### src/rtl/packet_gen.sv
// packet_gen: emits 8-word segmented test packets with LFSR or fixed length/destination.
// Define PACKET_GEN_STATS_EN to build saturating packet and segment counters.
module packet_gen #(
  parameter logic [47:0] MAC_BASE = 48'h0200_0000_0000,
  parameter int unsigned GAP_SEGS = 1,
  parameter logic [15:0] SEED     = 16'hACE1
) (
  input  logic        clk,
  input  logic        rst_n,
  input  logic        gen_en,
  input  logic        cfg_fixed,
  input  logic [5:0]  cfg_len_blocks,
  input  logic [1:0]  cfg_dst,
  output logic [31:0] packet_out,
  output logic        packet_en,
  output logic        busy,
  output logic [15:0] pkt_count,
  output logic [15:0] seg_count
);
  localparam logic [15:0] SEED_INIT = (SEED == 16'h0) ? 16'hACE1 : SEED;
  localparam logic [3:0]  GAP_LAST  = 4'(GAP_SEGS - 1);
  typedef enum logic [1:0] {IDLE, SEND, GAP} state_t;
  state_t      state_q, state_d;
  logic [2:0]  slot_q, slot_d;
  logic [5:0]  seg_q, seg_d, blocks_q, blocks_d, raw_blocks;
  logic [1:0]  dst_q, dst_d;
  logic [3:0]  gap_q, gap_d;
  logic [15:0] lfsr_q, lfsr_d, seq_q, seq_d, len_bytes;
  logic [47:0] dmac;
  logic [31:0] packet_out_q, packet_out_d;
  logic        packet_en_q, packet_en_d, busy_q, busy_d;
  logic        last_word, latch_ok, relatch;
  always_comb begin
    slot_d     = slot_q + 3'd1;
    last_word  = state_q == SEND && slot_q == 3'd7 && seg_q == blocks_q - 6'd1;
    latch_ok   = slot_q == 3'd7 && (state_q == IDLE || (state_q == GAP && gap_q == GAP_LAST) ||
                 (last_word && GAP_SEGS == 0));
    relatch    = latch_ok && gen_en;
    raw_blocks = cfg_fixed ? cfg_len_blocks : lfsr_q[5:0];
    state_d    = state_q;
    seg_d      = seg_q;
    gap_d      = gap_q;
    blocks_d   = blocks_q;
    dst_d      = dst_q;
    lfsr_d     = lfsr_q;
    seq_d      = last_word ? seq_q + 16'd1 : seq_q;
    if (relatch) begin
      state_d  = SEND;
      seg_d    = 6'd0;
      blocks_d = raw_blocks < 6'd2 ? 6'd2 : raw_blocks > 6'd47 ? 6'd47 : raw_blocks;
      dst_d    = cfg_fixed ? cfg_dst : lfsr_q[7:6];
      lfsr_d   = {lfsr_q[0] ^ lfsr_q[2] ^ lfsr_q[3] ^ lfsr_q[5], lfsr_q[15:1]};
    end else if (latch_ok) begin
      state_d = IDLE;
    end else if (last_word) begin
      state_d = GAP;
      gap_d   = 4'd0;
    end else if (slot_q == 3'd7 && state_q == SEND) begin
      seg_d = seg_q + 6'd1;
    end else if (slot_q == 3'd7 && state_q == GAP) begin
      gap_d = gap_q + 4'd1;
    end
    // outputs are built from the next state so they register in step with it
    dmac         = {MAC_BASE[47:2], dst_d};
    len_bytes    = {5'd0, blocks_d, 5'd0};
    packet_out_d = state_d != SEND ? 32'd0 :
                   seg_d == 6'd0 && slot_d == 3'd0 ? {len_bytes, dmac[47:32]} :
                   seg_d == 6'd0 && slot_d == 3'd1 ? dmac[31:0] :
                   seg_d == 6'd0 && slot_d == 3'd2 ? {16'hA5A5, seq_d} :
                   {seq_d, 2'b00, seg_d, 5'd0, slot_d};
    packet_en_d  = state_d == SEND && slot_d == 3'd0;
    busy_d       = state_d != IDLE;
  end
  always_ff @(posedge clk) begin
    if (!rst_n) begin
      state_q      <= IDLE;
      slot_q       <= 3'd0;
      seg_q        <= 6'd0;
      gap_q        <= 4'd0;
      blocks_q     <= 6'd2;
      dst_q        <= 2'd0;
      lfsr_q       <= SEED_INIT;
      seq_q        <= 16'd0;
      packet_out_q <= 32'd0;
      packet_en_q  <= 1'b0;
      busy_q       <= 1'b0;
    end else begin
      state_q      <= state_d;
      slot_q       <= slot_d;
      seg_q        <= seg_d;
      gap_q        <= gap_d;
      blocks_q     <= blocks_d;
      dst_q        <= dst_d;
      lfsr_q       <= lfsr_d;
      seq_q        <= seq_d;
      packet_out_q <= packet_out_d;
      packet_en_q  <= packet_en_d;
      busy_q       <= busy_d;
    end
  end
  assign packet_out = packet_out_q;
  assign packet_en  = packet_en_q;
  assign busy       = busy_q;
`ifdef PACKET_GEN_STATS_EN
  logic [15:0] pkt_count_q, pkt_count_d, seg_count_q, seg_count_d;
  always_comb begin
    pkt_count_d = pkt_count_q + {15'd0, last_word && pkt_count_q != 16'hFFFF};
    seg_count_d = seg_count_q + {15'd0, packet_en_q && seg_count_q != 16'hFFFF};
  end
  always_ff @(posedge clk) begin
    if (!rst_n) begin
      pkt_count_q <= 16'd0;
      seg_count_q <= 16'd0;
    end else begin
      pkt_count_q <= pkt_count_d;
      seg_count_q <= seg_count_d;
    end
  end
  assign pkt_count = pkt_count_q;
  assign seg_count = seg_count_q;
`else
  assign pkt_count = 16'd0;
  assign seg_count = 16'd0;
`endif
endmodule
### config.mk
export PLATFORM = sky130hd
export DESIGN_NAME = packet_gen
export DESIGN_NICKNAME = d
export VERILOG_FILES = /design/src/rtl/packet_gen.sv
export SDC_FILE = /design/constraint.sdc
export NUM_CORES = 1
export LEC_CHECK = 0
export ABC_AREA = 1
export CAP_MARGIN = 20
export CORE_MARGIN = 5
export CORE_UTILIZATION = 25
export DETAILED_ROUTE_END_ITERATION = 16
export HOLD_SLACK_MARGIN = 0.05
export RECOVER_POWER = 100
export SLEW_MARGIN = 15
export SYNTH_ARGS = -nofsm -noshare
export SYNTH_HDL_FRONTEND = slang
export SYNTH_SLANG_ARGS = --single-unit
### constraint.sdc
create_clock -name clk -period 2.4 [get_ports clk]
set_input_delay 0.36 -clock clk [delete_from_list [all_inputs] [get_ports clk]]
set_output_delay 0.36 -clock clk [all_outputs]
set_load 0.05 [all_outputs]
==> results of run 1 <==
-- registers in the layout, summed over array words and instances, names as in the netlist --
name and flops:
blocks_q 6, busy 1, dst_q 2, gap_q 4, lfsr_q 16, packet_en 1
packet_out 32, seg_q 6, seq_q 16, slot_q 3, state_q 2
-- synth_stat cells --
master    count  area, µm²
a211oi_1      2       15.0
a21oi_1      12       60.1
a21oi_2      10       87.6
buf_1         1       3.75
buf_2         1       5.00
buf_4        33        248
buf_6         4       45.0
clkbuf_1      9       33.8
clkinv_1      3       11.3
conb_1        1       3.75
dfxtp_1      89       1780
ha_1         10        125
inv_1        71        267
inv_2        11       41.3
mux2i_1       3       30.0
nand2_1     127        477
nand2_2       3       18.8
nand2_4       1       11.3
nand3_1      35        175
nand3_2       7       70.1
nand3_4       1       17.5
nand3b_1      1       7.51
nand3b_4      1       20.0
nand4_1      14       87.6
nor2_1       67        251
nor2_2        1       6.26
nor2_4        4       45.0
nor3_1        5       25.0
nor3_2        1       10.0
nor3_4        1       16.3
nor3b_1       1       7.51
nor4_1        1       6.26
o211ai_1      7       52.6
o211ai_4      1       21.3
o21a_1        1       7.51
o21ai_0      21        105
o21ai_1       3       15.0
o22ai_1       1       6.26
or2_1         2       12.5
or2_2         3       18.8
xnor2_1       5       43.8
xor2_1       15        131
-- worst max-delay path, cell delays in order, from the launching register on --
cell      delay, ns
dfxtp_1        0.31
ha_1           0.19
ha_1           0.18
inv_2          0.07
nor3_4         0.06
buf_12         0.13
buf_4          0.14
o21ai_0        0.17
nand2_1        0.09
nand3_2        0.09
nand2_2        0.06
nor2_4         0.22
nand3_4        0.17
nand3b_4       0.27
nor2_2         0.13
-- repair_timing --
| action | in CTS | in global routing |
|---|---|---|
| pin swaps | 13 | 27 |
| gates resized for setup | 15 | 45 |
| endpoints found under the setup margin | 15 | 43 |
| buffers inserted | 5 | 6 |
| cloned | 1 | 0 |
-- metal layers --
metal	wire length [µm]	vias up	global-route usage, %
met5	0	-	0
met1	4850	1702	13.3
met4	114	0	3.70
met2	5100	54	17.5
li1	-	1966	-
met3	382	9	2.11
-- cells by family after synthesis --
kind of cell    count (synthesis)
simple gates                  276
buf+inv                       133
flops                          89
compound gates                 58
xor+xnor                       20
fa+ha+maj                      10
mux                             3
other cells                     1
-- worst paths after layout --
check,from,endpoint,slack (ns),cells after the start
max,slot_q[0],packet_out[6],0.04,14
min,lfsr_q[9],lfsr_q[8],0.46,2
max reg2reg,slot_q[0],packet_out[6],0.04,14
min reg2reg,lfsr_q[9],lfsr_q[8],0.46,2
-- layout make-up --
class	instances	area, µm²
fillers	1779	11500
multi-input cells	400	2290
flip-flops and latches	89	1790
repair buffers	92	838
inverters	85	327
well taps	225	282
clock buffers	10	239
clock inverters	6	47.5
-- power by group --
group / switching [mW] / leakage (nW) / internal (mW)
clock network: 0.620 / 0.140 / 0.741
logic: 0.215 / 1.64 / 0.0820
registers: 0.00322 / 0.718 / 1.48
total: 0.838 / 2.50 / 2.31
==> impl_metrics.tcl, run 1 <==
set metrics [dict create \
    status "completed" \
    fin_ws_ns 0.0395 \
    routed_via_density 4.11 \
    path_class "reg -> reg" \
    power_mw 3.14 \
    fin_util_pct 33.5 \
    ys_warn_count 0 \
    first_pass_iters 4 \
    fin_skew_ns 0.00930 \
    synthAdderAreaFrac_pct 2.83 \
    synth_compound_area_share_pct 8.37 \
    wire_per_inst_um 11.5 \
    cts_sinks 89 \
    n_antenna_cell 0 \
    die_y_um 143 \
    clockBufferDepth 2 \
    num_vias 3731 \
    grt_max_degree 26 \
    ys_ff_latch 89 \
    track_usage_pct 10.4 \
    die-area_um2 20500 \
    dp_worst_setup_slack_ns -0.0501 \
    synthSimpleGateAreaFrac_pct 29.0 \
    ant_nets 0 \
    final_common_cell "nand2_1" \
    clk_latency_ns 0.35 \
    hold_viol_final 0 \
    drv_slew 0 \
    setup_violations 0 \
    grt_pass1_vias 3600 \
    cp-end-kind "register" \
    layout_min_cycle_time_ns 2.36 \
    cts-root-buf "clkbuf_16" \
    rows 48 \
    synthXorXnorAreaFrac_pct 3.96 \
    max_freq_ghz 0.424 \
    syn_area_um2 4420 \
    place_area_um2 5230 \
    whs_ns 0.461 \
    seq_area_frac_synth_pct 40.3 \
    numCtsBuffers 9 \
    p_leak_nw 2.50 \
    worstSetupStartpointType "register" \
    critPathMaxFanout 7 \
    gp_congestion 0.820 \
    grt_pass1_wl_um 17200 \
    final_cell_area_um2 5810 \
    ys_types 42 \
    max_slew_margin_pct 21.5 \
    rsz0062_at_grt "true" \
    p_per_area_nw_per_um2 541 \
    peakVddDrop_v 0.000313 \
    drt-total-wl_um 10400 \
    syn_to_final_growth_pct 31.3 \
    synthMuxAreaShare_pct 0.679 \
    synth_top_family_by_area "simple AND/OR/NAND/NOR gates" \
    io_buffers 45 \
    cts_hold_buf 0 \
    grt_overflow 0 \
    hpwl_um 7750 \
    tns_ns 0 \
    arrival_ns 2.64 \
    worstMarginPinSlew_ns 1.18 \
    drt_iter0_drc 305 \
    initial_utilization_pct 25.5 \
    worstHoldPathType "reg -> reg" \
    drv_cap 0 \
    core-area_um2 17400 \
    post-route-period-util_pct 98.4 \
    cts_tree "yes" \
    synthCells 590 \
    critPathRequiredTime_ns 2.68 \
    htree_levels 3 \
    drc 0 \
    io_pins 78 \
    antenna_found_initial 0 \
    nets 699 \
    path_clk_slew_ns 0.07 \
    dp.cells 879 \
    die_w_um 143 \
    mostFrequentLayoutCells "nand2_1, dfxtp_1, inv_1" \
    layout-drive-gt1-share_pct 22.0 \
    stdcell_count 907 \
    syn_area_per_cell_um2 7.50 \
]
Power figures use the tool's default switching activity.
==> run 2, diff against run 1 <==
--- a/config.mk
+++ b/config.mk
@@ -16,3 +16,4 @@
 export SYNTH_ARGS = -nofsm -noshare
 export SYNTH_HDL_FRONTEND = slang
 export SYNTH_SLANG_ARGS = --single-unit
+export TNS_END_PERCENT = 30
==> impl_metrics.tcl, run 2 (synthesized netlist as in run 1, its figures left out) <==
set metrics [dict create \
    nets 697 \
    grt_pass1_vias 3600 \
    hpwl_um 7750 \
    crit_chain "ha_1 -> ha_1 -> inv_2 -> nor3_4 -> buf_12 -> buf_4 -> o21ai_0 -> nand2_1 -> nand3_2 -> nand2_2 -> nor2_4 -> nand3_4 -> nand3b_4 -> nor2_2" \
    rsz0062_at_grt "true" \
    max_slew_margin_pct 22.5 \
    die_w_um 143 \
    n_antenna_cell 0 \
    clk_latency_ns 0.34 \
    fin_skew_ns 0.00718 \
    cpLargestDelayFamily "simple AND/OR/NAND/NOR gates" \
    routed_via_density 4.12 \
    multi_input_area_um2 2260 \
    antenna_found_initial 0 \
    cpPeakStageDelay_ns 0.31 \
    grt_overflow 0 \
    grt_pass1_wl_um 17200 \
    p_per_area_nw_per_um2 546 \
    rows 48 \
    r2r-start "slot_q[0]" \
    final_common_cell "nand2_1" \
    critPathRequiredTime_ns 2.68 \
    cts_tree "yes" \
    wire_per_inst_um 11.5 \
    drt-total-wl_um 10400 \
    crit_buf_inv 3 \
    htree_levels 3 \
    first_pass_iters 4 \
    io_buffers 45 \
    cts_sinks 89 \
    min_from "lfsr_q[9]" \
    critPathMaxFanout 7 \
    cp-end-kind "register" \
    drc 0 \
    ant_nets 0 \
    cts-root-buf "clkbuf_16" \
    io_pins 78 \
    grt_max_degree 26 \
    worstSetupStartpointType "register" \
    stdcell_count 905 \
    num_vias 3726 \
    gp_congestion 0.820 \
    n_fill_cell 1786 \
    die_y_um 143 \
    die-area_um2 20500 \
    worstMarginPinSlew_ns 1.16 \
    hold_viol_final 0 \
    syn_to_final_growth_pct 30.1 \
    track_usage_pct 10.4 \
    numCtsBuffers 9 \
    slowest_stage "dfxtp_1" \
    post-route-period-util_pct 98.1 \
    clockBufferDepth 2 \
    worstHoldPathType "reg -> reg" \
    peakVddDrop_v 0.000311 \
    largest_register_ffs 32 \
    layout_min_cycle_time_ns 2.36 \
    status "completed" \
    initial_utilization_pct 25.5 \
    path_class "reg -> reg" \
    cp-startpoint "slot_q[0]" \
    p_leak_nw 2.55 \
    drv_cap 0 \
    tns_ns 0 \
    critPathMostFrequentCell "ha_1" \
    path_clk_slew_ns 0.07 \
    fin_util_pct 33.2 \
    arrival_ns 2.64 \
    regArea_um2 1790 \
    layout-drive-gt1-share_pct 20.4 \
    setup_violations 0 \
    drv_slew 0 \
    cts_hold_buf 0 \
    drt_iter0_drc 307 \
    core-area_um2 17400 \
    mostFrequentLayoutCells "nand2_1, dfxtp_1, inv_1" \
    dp.cells 879 \
    max_freq_ghz 0.425 \
]
-- run 2: cell types whose count changed in the layout (fill, tap and decap cells not counted), moves of 4 or more --
cell	before	now
clkdlybuf4s50_1	34	10
dlygate4sd3_1	11	35
nand2_1	115	119
nand2_2	15	11
-- run 2: timing repair --
| item | in CTS | in global routing |
|---|---|---|
| setup buffers | 5 | 4 |
| gates cloned | 1 | 0 |
| gates resized for setup | 15 | 35 |
| pin swaps | 13 | 18 |
| setup endpoints to repair | 15 | 43 |
-- run 2: worst min-delay path: cells and delay by family (launching register included) --
family | cells | cell delay [ns]
AOI/OAI and AO/OA | 1 | 0.05
DFF | 1 | 0.31
and+or+nand+nor | 1 | 0.06
-- run 2: report_power, final --
group	switching (mW)	total, mW	internal [mW]
Clock	0.618	1.36	0.741
Sequential	0.00320	1.49	1.48
Combinational	0.215	0.297	0.0820
-- run 2: metal layers --
metal,up-vias,wire [µm],global-route usage [%]
li1,1964,-,-
met1,1697,4820,13.3
met2,52,5040,17.5
met3,13,394,2.11
met4,0,155,3.70
met5,-,0,0
-- run 2: metrics by stage --
stage / setup slack, ns / total power, mW / instance area [µm²] / hold slack (ns)
3_5_place_dp: -0.0501 / 1.79 / 5230 / 0.446
6_report: 0.0447 / 3.14 / 5760 / 0.461
5_1_grt: -0.142 / 3.26 / 5760 / 0.483
4_1_cts: 0.00458 / 3.17 / 5620 / 0.469
3_3_place_gp: -0.0299 / 1.79 / 5230 / 0.449
2_1_floorplan: 0.0982 / 1.77 / 4540 / 0.429
-- run 2: path summary, 6_finish.rpt --
| check | to | slack, ns | depth (start not counted) |
|---|---|---|---|
| max reg2reg | packet_out[6] | 0.04 | 14 |
| min reg2reg | lfsr_q[8] | 0.46 | 2 |
| min | lfsr_q[8] | 0.46 | 2 |
| max | packet_out[6] | 0.04 | 14 |
-- run 2: layout make-up --
cell class | instances | area share [%]
clock buffer | 10 | 4.15
clock inverter | 6 | 0.826
inverter | 85 | 5.67
multi-input combinational | 400 | 39.2
sequential | 89 | 31.0
tap | 225 | 4.89
timing repair buffer | 90 | 14.2
==> run 3, diff against run 2 <==
--- a/config.mk
+++ b/config.mk
@@ -8,7 +8,7 @@
 export ABC_AREA = 1
 export CAP_MARGIN = 20
 export CORE_MARGIN = 5
-export CORE_UTILIZATION = 25
+export CORE_UTILIZATION = 38
 export DETAILED_ROUTE_END_ITERATION = 16
 export HOLD_SLACK_MARGIN = 0.05
 export RECOVER_POWER = 100
==> impl_metrics.tcl, run 3 (synthesized netlist as in run 1, its figures left out) <==
set metrics [dict create \
    path_class "reg -> reg" \
    ant_nets 0 \
    worstHoldPathType "reg -> reg" \
    die-area_um2 13900 \
    n_fill_cell 1147 \
    track_usage_pct 15.5 \
    routed_via_density 4.59 \
    grt_overflow 0 \
    syn_to_final_growth_pct 27.0 \
    num_vias 3792 \
    peakVddDrop_v 0.000436 \
    core-area_um2 11400 \
    worstMarginPinSlew_ns 0.562 \
    whs_ns 0.464 \
    numCtsBuffers 9 \
    regArea_um2 1780 \
    layout_min_cycle_time_ns 2.40 \
    antenna_found_initial 0 \
    post-route-period-util_pct 99.9 \
    htree_levels 3 \
    multi_input_area_um2 2190 \
    path_clk_slew_ns 0.07 \
    p_leak_nw 2.45 \
    cpLargestDelayFamily "simple AND/OR/NAND/NOR gates" \
    tns_ns 0 \
    critPathRequiredTime_ns 2.69 \
    grt_pass1_wl_um 17500 \
    max_slew_margin_pct 62.6 \
    setup_violations 0 \
    fin_skew_ns 0.00824 \
    power_mw 3.12 \
    drt-total-wl_um 10600 \
    status "completed" \
    io_pins 78 \
    drc 0 \
    clockBufferDepth 2 \
    largest_register_ffs 32 \
    max_freq_ghz 0.417 \
    crit_chain "inv_2 -> ha_4 -> or2_1 -> nand2_1 -> nor2_2 -> nand3_2 -> nor2_4 -> nand2_4 -> nand2_2 -> nand3_2 -> buf_4 -> buf_4 -> buf_4 -> buf_4 -> buf_4 -> nand2_1 -> nand3_1 -> nand2_1" \
    rsz0062_at_grt "true" \
    io_buffers 45 \
    n_antenna_cell 0 \
    final_common_cell "nand2_1" \
    crit_buf_inv 6 \
    critPathMaxFanout 8 \
    cpPeakStageDelay_ns 0.34 \
    cts_tree "yes" \
    wire_per_inst_um 12.9 \
    hold_viol_final 0 \
    cp-end-kind "register" \
    grt_pass1_vias 3643 \
    critPathMostFrequentCell "buf_4" \
    cts_sinks 89 \
    drt_iter0_drc 141 \
    mostFrequentLayoutCells "nand2_1, dfxtp_1, inv_1" \
    first_pass_iters 4 \
    nets 700 \
    grt_max_degree 20 \
    hpwl_um 7980 \
    worstSetupStartpointType "register" \
    gp_congestion 0.862 \
    slowest_stage "dfxtp_2" \
    drv_cap 0 \
    cts-root-buf "clkbuf_16" \
    die_y_um 118 \
    initial_utilization_pct 38.7 \
    clk_latency_ns 0.35 \
    layout-drive-gt1-share_pct 19.3 \
    p_per_area_nw_per_um2 556 \
    rows 39 \
    drv_slew 0 \
    die_w_um 118 \
    arrival_ns 2.69 \
]
-- run 3: changes by cell type in the layout (fill, tap and decap cells not counted), sizes merged --
| cell | before | now |
|---|---|---|
| clkdlybuf4s50 | 10 | 45 |
| clkbuf | 14 | 11 |
| clkinvlp | 1 | 2 |
| buf | 41 | 46 |
| inv | 85 | 84 |
| clkinv | 5 | 6 |
| dlygate4sd3 | 35 | 0 |
-- run 3: through the flow --
stage / cell area, µm² / instances / worst slack [ns] / util, %
finish: 5620 / 826 / 0.00298 / 49.2
detailed placement: 5140 / 798 / -0.0577 / 45.0
floorplan: 4540 / 621 / 0.0982 / -
global route: 5620 / 826 / -0.140 / 49.2
CTS: 5520 / 823 / -0.00174 / 48.4
global placement: 5140 / 798 / -0.0626 / 45.0
-- run 3: timing repair --
action	CTS	global route
hold buffers	0	0
pin swaps	11	16
gates resized for setup	12	24
buffers inserted	8	3
setup endpoints to repair	30	45
cloned	1	0
hold endpoints to repair	0	0
-- run 3: worst paths after layout --
check | slack (ns) | end | from | depth (start not counted)
max | 0.003 | packet_out[9] | blocks_q[0] | 18
min reg2reg | 0.46 | lfsr_q[11] | lfsr_q[12] | 2
max reg2reg | 0.003 | packet_out[9] | blocks_q[0] | 18
min | 0.46 | lfsr_q[11] | lfsr_q[12] | 2
-- run 3: tightest hold or removal path, stage by stage (launching register included) --
cell and delay, ns:
dfxtp_1 0.33, nand2_1 0.06, nand3_1 0.05
-- run 3: cell type report --
class	count	area share [%]
multi-input cells	400	39.1
flip-flops and latches	89	31.8
repair buffers	93	15.2
inverters	85	5.79
clock buffers	9	4.01
well taps	143	3.18
clock inverters	7	0.980
-- run 3: metal layers --
| metal | global-route usage [%] | routed length, µm | up-vias |
|---|---|---|---|
| li1 | - | - | 1967 |
| met1 | 20.2 | 5050 | 1722 |
| met2 | 23.9 | 4800 | 78 |
| met3 | 4.18 | 452 | 25 |
| met4 | 6.88 | 323 | 0 |
| met5 | 0 | 0 | - |
-- run 3: power breakdown --
part	leakage [nW]	internal, mW	switching, mW	total (mW)
sequential	0.718	1.48	0.00332	1.49
combinational	1.59	0.0741	0.209	0.283
clock	0.138	0.713	0.642	1.36
